==> src/rtl/compare_limiter_sequencer_pkg.sv <==
// Shared global parameters for the compare/limiter sequencer.
//   SINGLE          : IEEE-754 single-precision operand width.
//   TIMEOUT_DEFAULT : default number of wait cycles before a comparator abort.
package compare_limiter_sequencer_pkg;

  localparam int unsigned SINGLE          = 32;
  localparam int unsigned TIMEOUT_DEFAULT = 15;

endpackage

==> src/rtl/compare_limiter_sequencer.sv <==
// Clamps a float operand between an upper and a lower limit by driving an
// external float comparator twice (upper check first, then lower check).
// Ports:
//   clk, rst            : clock, synchronous active-high reset
//   sta                 : one-cycle request; value/upper/lower sampled with it
//   value, upper, lower : operand and limits (IEEE-754)
//   cmp_sta             : start pulse to the comparator
//   cmp_in_1, cmp_in_2  : comparator operands A, B
//   cmp_agb, cmp_alb    : comparator A>B, A<B flags (valid with cmp_done)
//   cmp_done            : comparator completion pulse
//   limit_out           : clamped result, held until the next completion
//   hi_flag, lo_flag    : result clamped to upper / lower
//   done_sig            : one-cycle completion pulse
//   err                 : one-cycle comparator-timeout pulse
module compare_limiter_sequencer
  import compare_limiter_sequencer_pkg::*;
#(
  parameter int unsigned WIDTH   = SINGLE,
  parameter int unsigned TIMEOUT = TIMEOUT_DEFAULT
) (
  input  logic             clk,
  input  logic             rst,
  input  logic             sta,
  input  logic [WIDTH-1:0] value,
  input  logic [WIDTH-1:0] upper,
  input  logic [WIDTH-1:0] lower,
  output logic             cmp_sta,
  output logic [WIDTH-1:0] cmp_in_1,
  output logic [WIDTH-1:0] cmp_in_2,
  input  logic             cmp_agb,
  input  logic             cmp_alb,
  input  logic             cmp_done,
  output logic [WIDTH-1:0] limit_out,
  output logic             hi_flag,
  output logic             lo_flag,
  output logic             done_sig,
  output logic             err
);

  localparam int unsigned CNT_W = $clog2(TIMEOUT + 1);

  typedef enum logic [2:0] {
    S_IDLE,
    S_REQ_UP,
    S_WAIT_UP,
    S_REQ_LO,
    S_WAIT_LO,
    S_DONE
  } state_e;

  state_e             state_q,    state_d;
  logic [CNT_W-1:0]   cnt_q,      cnt_d;
  logic [WIDTH-1:0]   value_q,    value_d;
  logic [WIDTH-1:0]   upper_q,    upper_d;
  logic [WIDTH-1:0]   lower_q,    lower_d;
  logic               cmp_sta_q,  cmp_sta_d;
  logic [WIDTH-1:0]   cmp_in_1_q, cmp_in_1_d;
  logic [WIDTH-1:0]   cmp_in_2_q, cmp_in_2_d;
  logic [WIDTH-1:0]   limit_q,    limit_d;
  logic               hi_q,       hi_d;
  logic               lo_q,       lo_d;
  logic               done_q,     done_d;
  logic               err_q,      err_d;

  logic               timeout_c;

  // Last allowed wait cycle without a comparator response.
  assign timeout_c = (cnt_q == CNT_W'(TIMEOUT - 1));

  // State and output registers.
  always_ff @(posedge clk) begin
    if (rst) begin
      state_q    <= S_IDLE;
      cnt_q      <= '0;
      value_q    <= '0;
      upper_q    <= '0;
      lower_q    <= '0;
      cmp_sta_q  <= 1'b0;
      cmp_in_1_q <= '0;
      cmp_in_2_q <= '0;
      limit_q    <= '0;
      hi_q       <= 1'b0;
      lo_q       <= 1'b0;
      done_q     <= 1'b0;
      err_q      <= 1'b0;
    end else begin
      state_q    <= state_d;
      cnt_q      <= cnt_d;
      value_q    <= value_d;
      upper_q    <= upper_d;
      lower_q    <= lower_d;
      cmp_sta_q  <= cmp_sta_d;
      cmp_in_1_q <= cmp_in_1_d;
      cmp_in_2_q <= cmp_in_2_d;
      limit_q    <= limit_d;
      hi_q       <= hi_d;
      lo_q       <= lo_d;
      done_q     <= done_d;
      err_q      <= err_d;
    end
  end

  // Next-state logic; registered outputs are computed for the state being
  // entered so they line up with that state.
  always_comb begin
    state_d    = state_q;
    cnt_d      = cnt_q;
    value_d    = value_q;
    upper_d    = upper_q;
    lower_d    = lower_q;
    cmp_sta_d  = 1'b0;
    cmp_in_1_d = cmp_in_1_q;
    cmp_in_2_d = cmp_in_2_q;
    limit_d    = limit_q;
    hi_d       = hi_q;
    lo_d       = lo_q;
    done_d     = 1'b0;
    err_d      = 1'b0;

    unique case (state_q)
      S_IDLE: begin
        if (sta) begin
          value_d    = value;
          upper_d    = upper;
          lower_d    = lower;
          cmp_sta_d  = 1'b1;
          cmp_in_1_d = value;
          cmp_in_2_d = upper;
          state_d    = S_REQ_UP;
        end
      end
      S_REQ_UP: begin
        cnt_d   = '0;
        state_d = S_WAIT_UP;
      end
      S_WAIT_UP: begin
        if (cmp_done) begin
          if (cmp_agb) begin
            limit_d = upper_q;
            hi_d    = 1'b1;
            lo_d    = 1'b0;
            done_d  = 1'b1;
            state_d = S_DONE;
          end else begin
            cmp_sta_d  = 1'b1;
            cmp_in_1_d = value_q;
            cmp_in_2_d = lower_q;
            state_d    = S_REQ_LO;
          end
        end else if (timeout_c) begin
          err_d   = 1'b1;
          state_d = S_IDLE;
        end else begin
          cnt_d = cnt_q + CNT_W'(1);
        end
      end
      S_REQ_LO: begin
        cnt_d   = '0;
        state_d = S_WAIT_LO;
      end
      S_WAIT_LO: begin
        if (cmp_done) begin
          // Equality and NaN both leave alb low, giving a pass-through.
          limit_d = cmp_alb ? lower_q : value_q;
          hi_d    = 1'b0;
          lo_d    = cmp_alb;
          done_d  = 1'b1;
          state_d = S_DONE;
        end else if (timeout_c) begin
          err_d   = 1'b1;
          state_d = S_IDLE;
        end else begin
          cnt_d = cnt_q + CNT_W'(1);
        end
      end
      S_DONE: begin
        state_d = S_IDLE;
      end
      default: begin
        state_d = S_IDLE;
      end
    endcase
  end

  assign cmp_sta   = cmp_sta_q;
  assign cmp_in_1  = cmp_in_1_q;
  assign cmp_in_2  = cmp_in_2_q;
  assign limit_out = limit_q;
  assign hi_flag   = hi_q;
  assign lo_flag   = lo_q;
  assign done_sig  = done_q;
  assign err       = err_q;

endmodule

==> config.mk <==
export PLATFORM = sky130hd
export DESIGN_NAME = compare_limiter_sequencer
export DESIGN_NICKNAME = d
export VERILOG_FILES = /design/src/rtl/compare_limiter_sequencer_pkg.sv /design/src/rtl/compare_limiter_sequencer.sv
export SDC_FILE = /design/constraint.sdc
export NUM_CORES = 1
export LEC_CHECK = 0
export CORE_UTILIZATION = 35
export DETAILED_ROUTE_END_ITERATION = 10
export PLACE_DENSITY = 0.63
export SLEW_MARGIN = 5
export SYNTH_ARGS = -nofsm -noshare
export SYNTH_HDL_FRONTEND = slang
export SYNTH_SLANG_ARGS = --single-unit
==> constraint.sdc <==
create_clock -name clk -period 1.6 [get_ports clk]
set_input_delay 0.32 -clock clk [delete_from_list [all_inputs] [get_ports clk]]
set_output_delay 0.32 -clock clk [all_outputs]
set_load 0.03 [all_outputs]
# Word-level counts from Yosys, hierarchy flattened
# Cells that the tools add are included.
# op_classes
n_addsub,1
n_eq_ne,12
muxes,39
n_bitwise,1
reduce_logical,11
# ops
op,n
32-bit 2-to-1 mux,10
32-bit one-hot mux with 2 select lines,3
3-bit 2-to-1 mux,5
3-bit one-hot mux with 5 select lines,1
2-bit inequality test (second input constant),7
1-bit 2-to-1 mux,13
4-bit 2-to-1 mux,2
1-bit one-hot mux with 2 select lines,4
4-bit one-hot mux with 2 select lines,1
4-bit AND reduction,2
3-bit by 2-bit equality test with 1-bit output (second input constant),2
2-bit nonzero test,3
4-bit by 1-bit adder with 4-bit output (second input constant),1
4-bit equality test (second input constant),1
2-bit OR reduction,2
3-bit by 1-bit equality test with 1-bit output (second input constant),1
3-bit equality test (second input constant),1
3-bit logical NOT,1
3-bit AND reduction,1
3-bit OR reduction,1
2-bit AND reduction,1
1-bit NOT,1
# word_totals
register_bits,204
input_bits,102
elab_cells,77

# Depth between registers and ports, before layout
# Gate-level depths: netlist (run 1).
# logic_depth
ltp_word,4
depth_mapped,7
ltp_nobuf,6

# Worst setup path before layout (run 1)
# OpenSTA, ideal clock, no wires.
# synth_path
kind,flip-flop to flip-flop
start,register cnt_q[0]
end,register cnt_q[3]
setup_time_ps,122
t_arrival_ps,1484
required_ps,1478
path_slack_ps,-6
path_stages_with_launch,7
n_path_buf,0
period_less_slack_ps,1606
cell_sequence,dfxtp_1 > inv_1 > ha_1 > a31oi_1 > a21oi_1 > o21a_1 > a221o_1
# synth_via
elab_chain_len,4
elab_cells_between_ends,7
cone_classes,add/sub (1); eq/ne (2); mux (3); reduce/logical (1)
# synth_rtl
item,line,text
start: declaration,compare_limiter_sequencer.sv:52,"logic [CNT_W-1:0] cnt_q, cnt_d;"
start signal: assignment,compare_limiter_sequencer.sv:88,cnt_q <= cnt_d;
4-bit by 1-bit adder with 4-bit output,"compare_limiter_sequencer.sv:154, compare_limiter_sequencer.sv:173",
4-bit 2-to-1 mux,"compare_limiter_sequencer.sv:150, compare_limiter_sequencer.sv:169",
4-bit 2-to-1 mux,compare_limiter_sequencer.sv:162,if (cmp_done) begin
4-bit one-hot mux with 2 select lines,compare_limiter_sequencer.sv:120,unique case (state_q)
# Several ways; a longest one is shown, not always the timed one. The select of a mux whose other input is x is not followed.
# A chain may end at the register's enable or synchronous reset.

# Worst setup path in the final report (run 1)
# layout_path
start,register state_q[2]
end,"register cmp_in_1_q[24], in the netlist cmp_in_1[24]"
# layout_via
elab_chain_len,3
elab_cells_between_ends,8
cone_classes,eq/ne (4); mux (1); reduce/logical (3)
# layout_rtl
item,line,text
start: declaration,compare_limiter_sequencer.sv:51,"state_e state_q, state_d;"
start signal: assignment,compare_limiter_sequencer.sv:87,state_q <= state_d;
3-bit by 2-bit equality test with 1-bit output or 3-bit logical NOT (tied branches),compare_limiter_sequencer.sv:120,
2-bit inequality test (no line) or 2-bit nonzero test (tied branches),--,
4-bit AND reduction (no line),--,
end signal: assignment,compare_limiter_sequencer.sv:93,cmp_in_1_q <= cmp_in_1_d;
end: declaration,compare_limiter_sequencer.sv:57,"logic [WIDTH-1:0] cmp_in_1_q, cmp_in_1_d;"
# Several ways; a longest one is shown, not always the timed one.

==> metrics.md, run 1 <==
| Metric | Value |
|---|---|
| Initial DRC count | `369` |
| I/O Buffers | `202` |
| Die Y | `157 µm` |
| Syn_area_per_cell | `8.50 µm²` |
| Worst slew margin | `0.568` |
| Setup total negative slack | `-0.00661 ns` |
| DR pass1 iterations | `4` |
| Post-DR wirelength/cell | `17.1 µm` |
| DR DRC count | `0` |
| WP data required | `2.01 ns` |
| TritonCTS clock tree | `yes` |
| Max-Cap Viols | `0` |
| CP arrival | `2.02 ns` |
| Worst Setup Start Kind | `flop` |
| Area contributors post-synth | `dfxtp_1 49%, mux2i_1 12%, nand2_1 11%` |
| Nets | `1308` |
| Slew Limit Fails | `0` |
| Endpoints failing hold | `0` |
| Placed cells | `1468` |
| Core area | `23500 µm²` |
| RePlAce Congestion | `0.772` |
| Clk_lat worst skew | `0.50 ns` |
| Top cell by count, worst path | `buf_12` |
| Finished Cell Area | `12300 µm²` |
| Synth Register Bits | `204` |
| Vias | `7781` |
| Worst-Margin Slew | `0.648 ns` |
| Fin crit share | `1.00` |
| Initial antenna violation count | `0` |
| Switching share of power | `0.287` |
| Final core occ | `0.522` |
| Worst setup margin | `-0.00661 ns` |
| I/O pin total | `203` |
| Fmax achieved | `0.622 GHz` |
| Antenna Nets Post-Route | `0` |
| Synth top area share | `0.488` |
| Clock power frac | `0.371` |
| First-pass GRT wire length | `37300 µm` |
| Total internal power | `9.96 mW` |
| Main synth FF type | `dfxtp_1` |
| Post-synth top area cell | `dfxtp_1` |
| CP Capture Type | `flop` |
| Critical path origin | `state_q[2]` |
| Worst VDD drop | `0.000599 V` |
| Share of cells above drive strength 1 | `0.139` |
| Number of global-route vias before repair | `7248` |
| Num CTS Buffers | `23` |
| Critical path's slowest cell | `dfxtp_4` |
| Post-layout min period | `1.61 ns` |
| Site Rows | `56` |
| Clock sink total | `204` |
| Crit-path cells | `nor3b_4 > a31o_4 > buf_12 > buf_12 > clkbuf_16 > nor2_2 > a211oi_1` |
| PwrDens | `1140 nW/µm²` |
| Detailed-placement wirelength estimate | `15800 µm` |
| Setup violations, final | `1` |
| RSZ-0062 raised after global routing | `true` |
| Combinational Power Share | `0.217` |
| Reg2reg start | `state_q[2]` |
| Leak | `4.67 nW` |
| Synth top cells by count | `256 x nand2_1, 204 x dfxtp_1, 134 x a21oi_1` |
| Worst Hold Class | `in2reg` |
| Placement Setup Slack | `-0.334 ns` |
| Htree depth | `1` |
| NetSw | `4.01 mW` |
| Netlist cell types | `35` |
| Die Area | `24500 µm²` |
| Seq/Total Area, Yosys | `0.488` |
| Skew final | `0.0114 ns` |
| Largest net degree at the start of global routing | `60` |
| Min-Delay Startpoint | `rst` |
| EDFF count, synth | `0` |
| Root Driver | `clkbuf_16` |
| Post-synthesis net count | `1088` |
| Final non-filler cell total | `1539` |
| Area grow syn2layout | `46.6%` |
| Most common cell in the netlist | `nand2_1` |
| Area after DPL | `11100 µm²` |
| Clk buf depth | `3` |
| Failing checks | `setup timing` |
| Starting density of the core | `0.356` |
| Ys Warns | `0` |
| Via/cell ratio | `5.06` |
| Mapped Area | `8360 µm²` |
| Tot GR Track Use | `0.189` |
| Total grt overflow | `0` |
| CP Class | `reg2reg` |
| Hold buffers post-CTS | `0` |
| CP Max Fanout | `11` |
| Diodes inserted | `0` |
| Cells after Synth | `984` |
| Die width | `157 µm` |
| Clk slew on worst S/H paths | `0.06 ns` |
| Post-Route WL | `26300 µm` |
| Outcome | `complete, but fails checks` |
| Final Hold Slack | `0.177 ns` |
| Ys async rst share | `0` |
| Crit path largest cell delay | `0.40 ns` |
| Tot Pwr | `14.0 mW` |
| Reg power frac | `0.411` |
[sequential cells by signal, indices dropped and copies added, names as in the netlist]
register	flops
cmp_in_1	32
cmp_in_2	32
cmp_sta	1
cnt_q	4
done_sig	1
err	1
hi_flag	1
limit_out	32
lo_flag	1
lower_q	32
state_q	3
upper_q	32
value_q	32
[what timing repair did]
| item | 4_1_cts | 5_1_grt |
|---|---|---|
| pin swaps | 2 | 34 |
| gates resized for setup | 125 | 96 |
| endpoints found under the hold margin | 0 | 0 |
| setup buffers | 0 | 16 |
| endpoints found under the setup margin | 189 | 163 |
| gates cloned | 0 | 14 |
[path summary, 6_finish.rpt]
check,end,slack (ns),cells past startpoint
hold / removal,cnt_q[0],0.18,4
setup / recovery,cmp_in_1[24],-0.007,7
hold reg to reg,limit_out[1],0.45,2
setup reg to reg,cmp_in_1[24],-0.007,7
[layout by cell type, fill, tap and decap left out, types with 2 or more instances in the layout]
cell type          n
a211oi_1          51
dfxtp_1          200
clkinv_2           4
clkdlybuf4s15_1   41
clkbuf_8           7
clkbuf_16         33
inv_1              2
nor2_1            73
nand2_1          256
clkdlybuf4s50_1   99
a21oi_2            2
o21ai_0            2
clkbuf_2          20
buf_6             12
buf_4             34
clkbuf_1           6
dlygate4sd2_1     38
a21oi_1          131
o211ai_1          32
nand2b_1           2
nand3_1            2
a211o_1            2
mux2i_1           96
buf_12            22
nor3b_4            2
a211oi_2          15
dfxtp_2            3
nor3_1             2
[cell type report]
| cell class | count | area, µm² |
|---|---|---|
| clock buffers | 36 | 694 |
| multi-input cells | 692 | 4040 |
| flip-flops and latches | 204 | 4090 |
| repair buffers | 280 | 2970 |
| clock inverters | 5 | 50.0 |
| inverters | 3 | 11.3 |
| fillers | 2202 | 11200 |
| well taps | 319 | 399 |
[cells by family (layout without fill, tap and decap cells)]
family                   Yosys count  in the layout  synth area share
flip-flops                       204            204             0.488
multiplexers                      97             97             0.116
AO/OA/AOI/OAI                    244            244             0.179
adder cells (fa/ha/maj)            2              2           0.00299
AND/OR/NAND/NOR                  349            349             0.166
buffers and inverters             88            324            0.0473
[power by group through the flow]
| stage | registers [mW] | logic [mW] | clock network [mW] |
|---|---|---|---|
| 2_1_floorplan | 6.21 | 1.17 | 0 |
| 3_3_place_gp | 5.85 | 2.74 | 0 |
| 3_5_place_dp | 5.86 | 2.76 | 0 |
| 4_1_cts | 5.74 | 2.64 | 5.29 |
| 5_1_grt | 5.79 | 3.27 | 5.55 |
| 6_report | 5.74 | 3.04 | 5.19 |
[critical path: cells and delay by family, from the launching register on]
family	cells	cell delay, ns
AO/OA/AOI/OAI	2	0.38
AND/OR/NAND/NOR	2	0.32
flip-flops	1	0.40
buffers and inverters	3	0.40
[per-layer routing]
layer,global-route usage,share of wire
met5,0,0
met4,0.0486,0.015
met3,0.0424,0.061
met1,0.245,0.44
met2,0.317,0.48
No activity file was read; power rests on OpenSTA's default activity.
==> run 2, diff against run 1 <==
Settings changed: ABC_AREA from default to 1.
==> run 2 against run 1 <==
Against the previous run: die area is 4.0% higher; the run now ends clean; clock power is 4.0% lower; highest routed layer unchanged; maximum frequency is 2.6% higher.
==> metrics.md, run 2 <==
| Metric | Value |
|---|---|
| Outcome | `completed (was complete, but fails checks)` |
| Main synth FF type | `dfxtp_1 (unchanged)` |
| Fin crit share | `0.978 (was 1.00)` |
| Slew Limit Fails | `0 (unchanged)` |
| WP data required | `1.28 ns (was 2.01 ns)` |
| Area contributors post-synth | `dfxtp_1 47%, o21ai_0 16%, nor2_1 8.9% (was dfxtp_1 49%, mux2i_1 12%, nand2_1 11%)` |
| Placement Setup Slack | `-0.179 ns (was -0.334 ns)` |
| Mapped Area | `8700 µm² (was 8360 µm²)` |
| Core area | `24300 µm² (was 23500 µm²)` |
| I/O pin total | `203 (unchanged)` |
| Initial DRC count | `632 (was 369)` |
| Die Y | `160 µm (was 157 µm)` |
| Clk_lat worst skew | `0.50 ns (about the same)` |
| Area after DPL | `11300 µm² (was 11100 µm²)` |
| RSZ-0062 raised after global routing | `false (was true)` |
| Ys Warns | `0 (unchanged)` |
| Endpoints failing hold | `0 (unchanged)` |
| Site Rows | `57 (was 56)` |
| Leak | `5.31 nW (was 4.67 nW)` |
| Seq/Total Area, Yosys | `0.469 (was 0.488)` |
| EDFF count, synth | `0 (unchanged)` |
| Syn_area_per_cell | `7.03 µm² (was 8.50 µm²)` |
| First-pass GRT wire length | `41400 µm (was 37300 µm)` |
| Initial antenna violation count | `0 (unchanged)` |
| Most frequent cells in the layout | `280 x o21ai_0, 204 x nor2_1, 200 x dfxtp_1, 180 x nand2_1, 102 x a21oi_1 (was 256 x nand2_1, 200 x dfxtp_1, 131 x a21oi_1, 99 x clkdlybuf4s50_1, 96 x mux2i_1)` |
| Cells after Synth | `1238 (was 984)` |
| CP Class | `reg2out (was reg2reg)` |
| Htree depth | `1 (unchanged)` |
| Die width | `160 µm (was 157 µm)` |
| Ys async rst share | `0 (unchanged)` |
| Tot GR Track Use | `0.200 (was 0.189)` |
| Largest net degree at the start of global routing | `85 (was 60)` |
| Clk slew on worst S/H paths | `0.06 ns (about the same)` |
| Crit path depth | `1 (was 7)` |
| PwrDens | `1320 nW/µm² (was 1140 nW/µm²)` |
| Tot Pwr | `15.9 mW (was 14.0 mW)` |
| Vias | `8345 (was 7781)` |
| Root Driver | `clkbuf_16 (unchanged)` |
| Synth top area share | `0.469 (was 0.488)` |
| Setup total negative slack | `0 ns (was -0.00661 ns)` |
| Worst VDD drop | `0.000649 V (was 0.000599 V)` |
| Critical path's slowest cell | `dlygate4sd2_1 (was dfxtp_4)` |
| Post-synthesis net count | `1342 (was 1088)` |
| Share of cells above drive strength 1 | `0.0818 (was 0.139)` |
| Clock power frac | `0.313 (was 0.371)` |
| Die Area | `25500 µm² (was 24500 µm²)` |
| Netlist cell types | `22 (was 35)` |
| Clock sink total | `204 (unchanged)` |
| Hold Path Stages | `4 (unchanged)` |
| Finished Cell Area | `12000 µm² (was 12300 µm²)` |
| Number of global-route vias before repair | `7703 (was 7248)` |
| Synth Register Bits | `204 (unchanged)` |
| R2r worst-path depth | `9 (was 7)` |
| Starting density of the core | `0.358 (was 0.356)` |
| Reg power frac | `0.393 (was 0.411)` |
| Worst slew margin | `0.645 (was 0.568)` |
| Fmax achieved | `0.639 GHz (was 0.622 GHz)` |
| Switching share of power | `0.337 (was 0.287)` |
| Post-DR wirelength/cell | `15.6 µm (was 17.1 µm)` |
| Most common cell in the netlist | `o21ai_0 (was nand2_1)` |
| CP Max Fanout | `2 (was 11)` |
| Final Hold Slack | `0.339 ns (was 0.177 ns)` |
| Final core occ | `0.494 (was 0.522)` |
| Combinational Power Share | `0.294 (was 0.217)` |
| Crit-path cells | `dlygate4sd2_1 (was nor3b_4 > a31o_4 > buf_12 > buf_12 > clkbuf_16 > nor2_2 > a211oi_1)` |
| Post-synth top area cell | `dfxtp_1 (unchanged)` |
| Skew final | `0.00633 ns (was 0.0114 ns)` |
| Setup violations, final | `0 (was 1)` |
| Post-Route WL | `27300 µm (was 26300 µm)` |
| TritonCTS clock tree | `yes (unchanged)` |
| Antenna Nets Post-Route | `0 (unchanged)` |
| Post-layout min period | `1.57 ns (was 1.61 ns)` |
| RePlAce Congestion | `0.838 (was 0.772)` |
| Nets | `1523 (was 1308)` |
| Total grt overflow | `0 (unchanged)` |
| Hold buffers post-CTS | `0 (unchanged)` |
| Commonest non-fill, non-tap cell in the layout | `o21ai_0 (was nand2_1)` |
| Diodes inserted | `0 (unchanged)` |
| Area grow syn2layout | `38.0% (was 46.6%)` |
| Num CTS Buffers | `23 (unchanged)` |
| DR DRC count | `0 (unchanged)` |
| Worst Hold Class | `in2reg (unchanged)` |
| Clk buf depth | `3 (unchanged)` |
| I/O Buffers | `202 (unchanged)` |
| Max-Cap Viols | `0 (unchanged)` |
| CP Capture Type | `output port (was flop)` |
| Synth top cells by count | `285 x o21ai_0, 207 x nor2_1, 204 x dfxtp_1 (was 256 x nand2_1, 204 x dfxtp_1, 134 x a21oi_1)` |
| Worst Setup Start Kind | `flop (unchanged)` |
| NetSw | `5.36 mW (was 4.01 mW)` |
| Crit path largest cell delay | `0.40 ns (about the same)` |
| Delay-heaviest family, CP | `buffers and inverters (was flip-flops)` |
| Worst setup margin | `0.0347 ns (was -0.00661 ns)` |
| Final non-filler cell total | `1755 (was 1539)` |
| DR pass1 iterations | `5 (was 4)` |
| Via/cell ratio | `4.75 (was 5.06)` |
| CP arrival | `1.25 ns (was 2.02 ns)` |
| Worst path bufs/invs | `1 (was 3)` |
| Detailed-placement wirelength estimate | `18400 µm (was 15800 µm)` |
| Placed cells | `1715 (was 1468)` |
| Total internal power | `10.5 mW (was 9.96 mW)` |
| Worst-Margin Slew | `0.527 ns (was 0.648 ns)` |
[run 2: cell count changes after synthesis, sizes merged, moves of 66 or more]
cell	change
nor2	+133
mux2i	-97
o21ai	+287
inv	+104
a211oi	-66
nand2	-71
[run 2: power groups by stage]
stage          sequential (mW)  clock (mW)  combinational (mW)
6_report                  6.25        4.98                4.66
3_5_place_dp              6.35           0                4.67
2_1_floorplan             6.99           0                2.01
5_1_grt                   6.33        5.29                5.10
3_3_place_gp              6.34           0                4.61
4_1_cts                   6.24        5.09                4.47
[run 2: final timing paths]
check	end	start	slack, ns
max reg2reg	lower_q[8]	state_q[2]	0.10
min reg2reg	upper_q[16]	upper_q[16]	0.44
max	cmp_in_2[5]	cmp_in_2[5]	0.03
min	lo_flag	cmp_alb	0.34
[run 2: final cells by class]
cell class / instances / area [µm²]
Fill cell: 2456 / 12300
Sequential cell: 204 / 4090
Multi-Input combinational cell: 833 / 3850
Timing Repair Buffer: 250 / 2560
Clock buffer: 30 / 632
Inverter: 107 / 409
Tap cell: 324 / 405
Clock inverter: 7 / 65.1
[run 2: logic make-up (layout without fill, tap and decap cells)]
family                   count (synthesis)  after routing  synth area share
buffers and inverters                  201            394            0.0949
flip-flops                             204            204             0.469
AO/OA/AOI/OAI                          393            393             0.226
adder cells (fa/ha/maj)                  2              2           0.00288
XOR/XNOR                                 1              1           0.00101
AND/OR/NAND/NOR                        437            437             0.205
[run 2: timing repair]
item,4_1_cts,5_1_grt
setup endpoints to repair,160,137
setup buffers,0,0
gates cloned,0,3
resized for setup,115,39
[run 2: metal layers]
layer | share of wire | wire length, µm | GRT usage
met1 | 0.49 | 13300 | 0.282
met2 | 0.44 | 12000 | 0.317
met3 | 0.051 | 1400 | 0.0322
met4 | 0.024 | 644 | 0.0529
met5 | 0 | 0 | 0
==> run 3, diff against run 2 <==
Settings changed: GPL_ROUTABILITY_DRIVEN from default to 0.
==> results of run 3 <==
Final layout, timing and power as in run 2 (identical DEF).
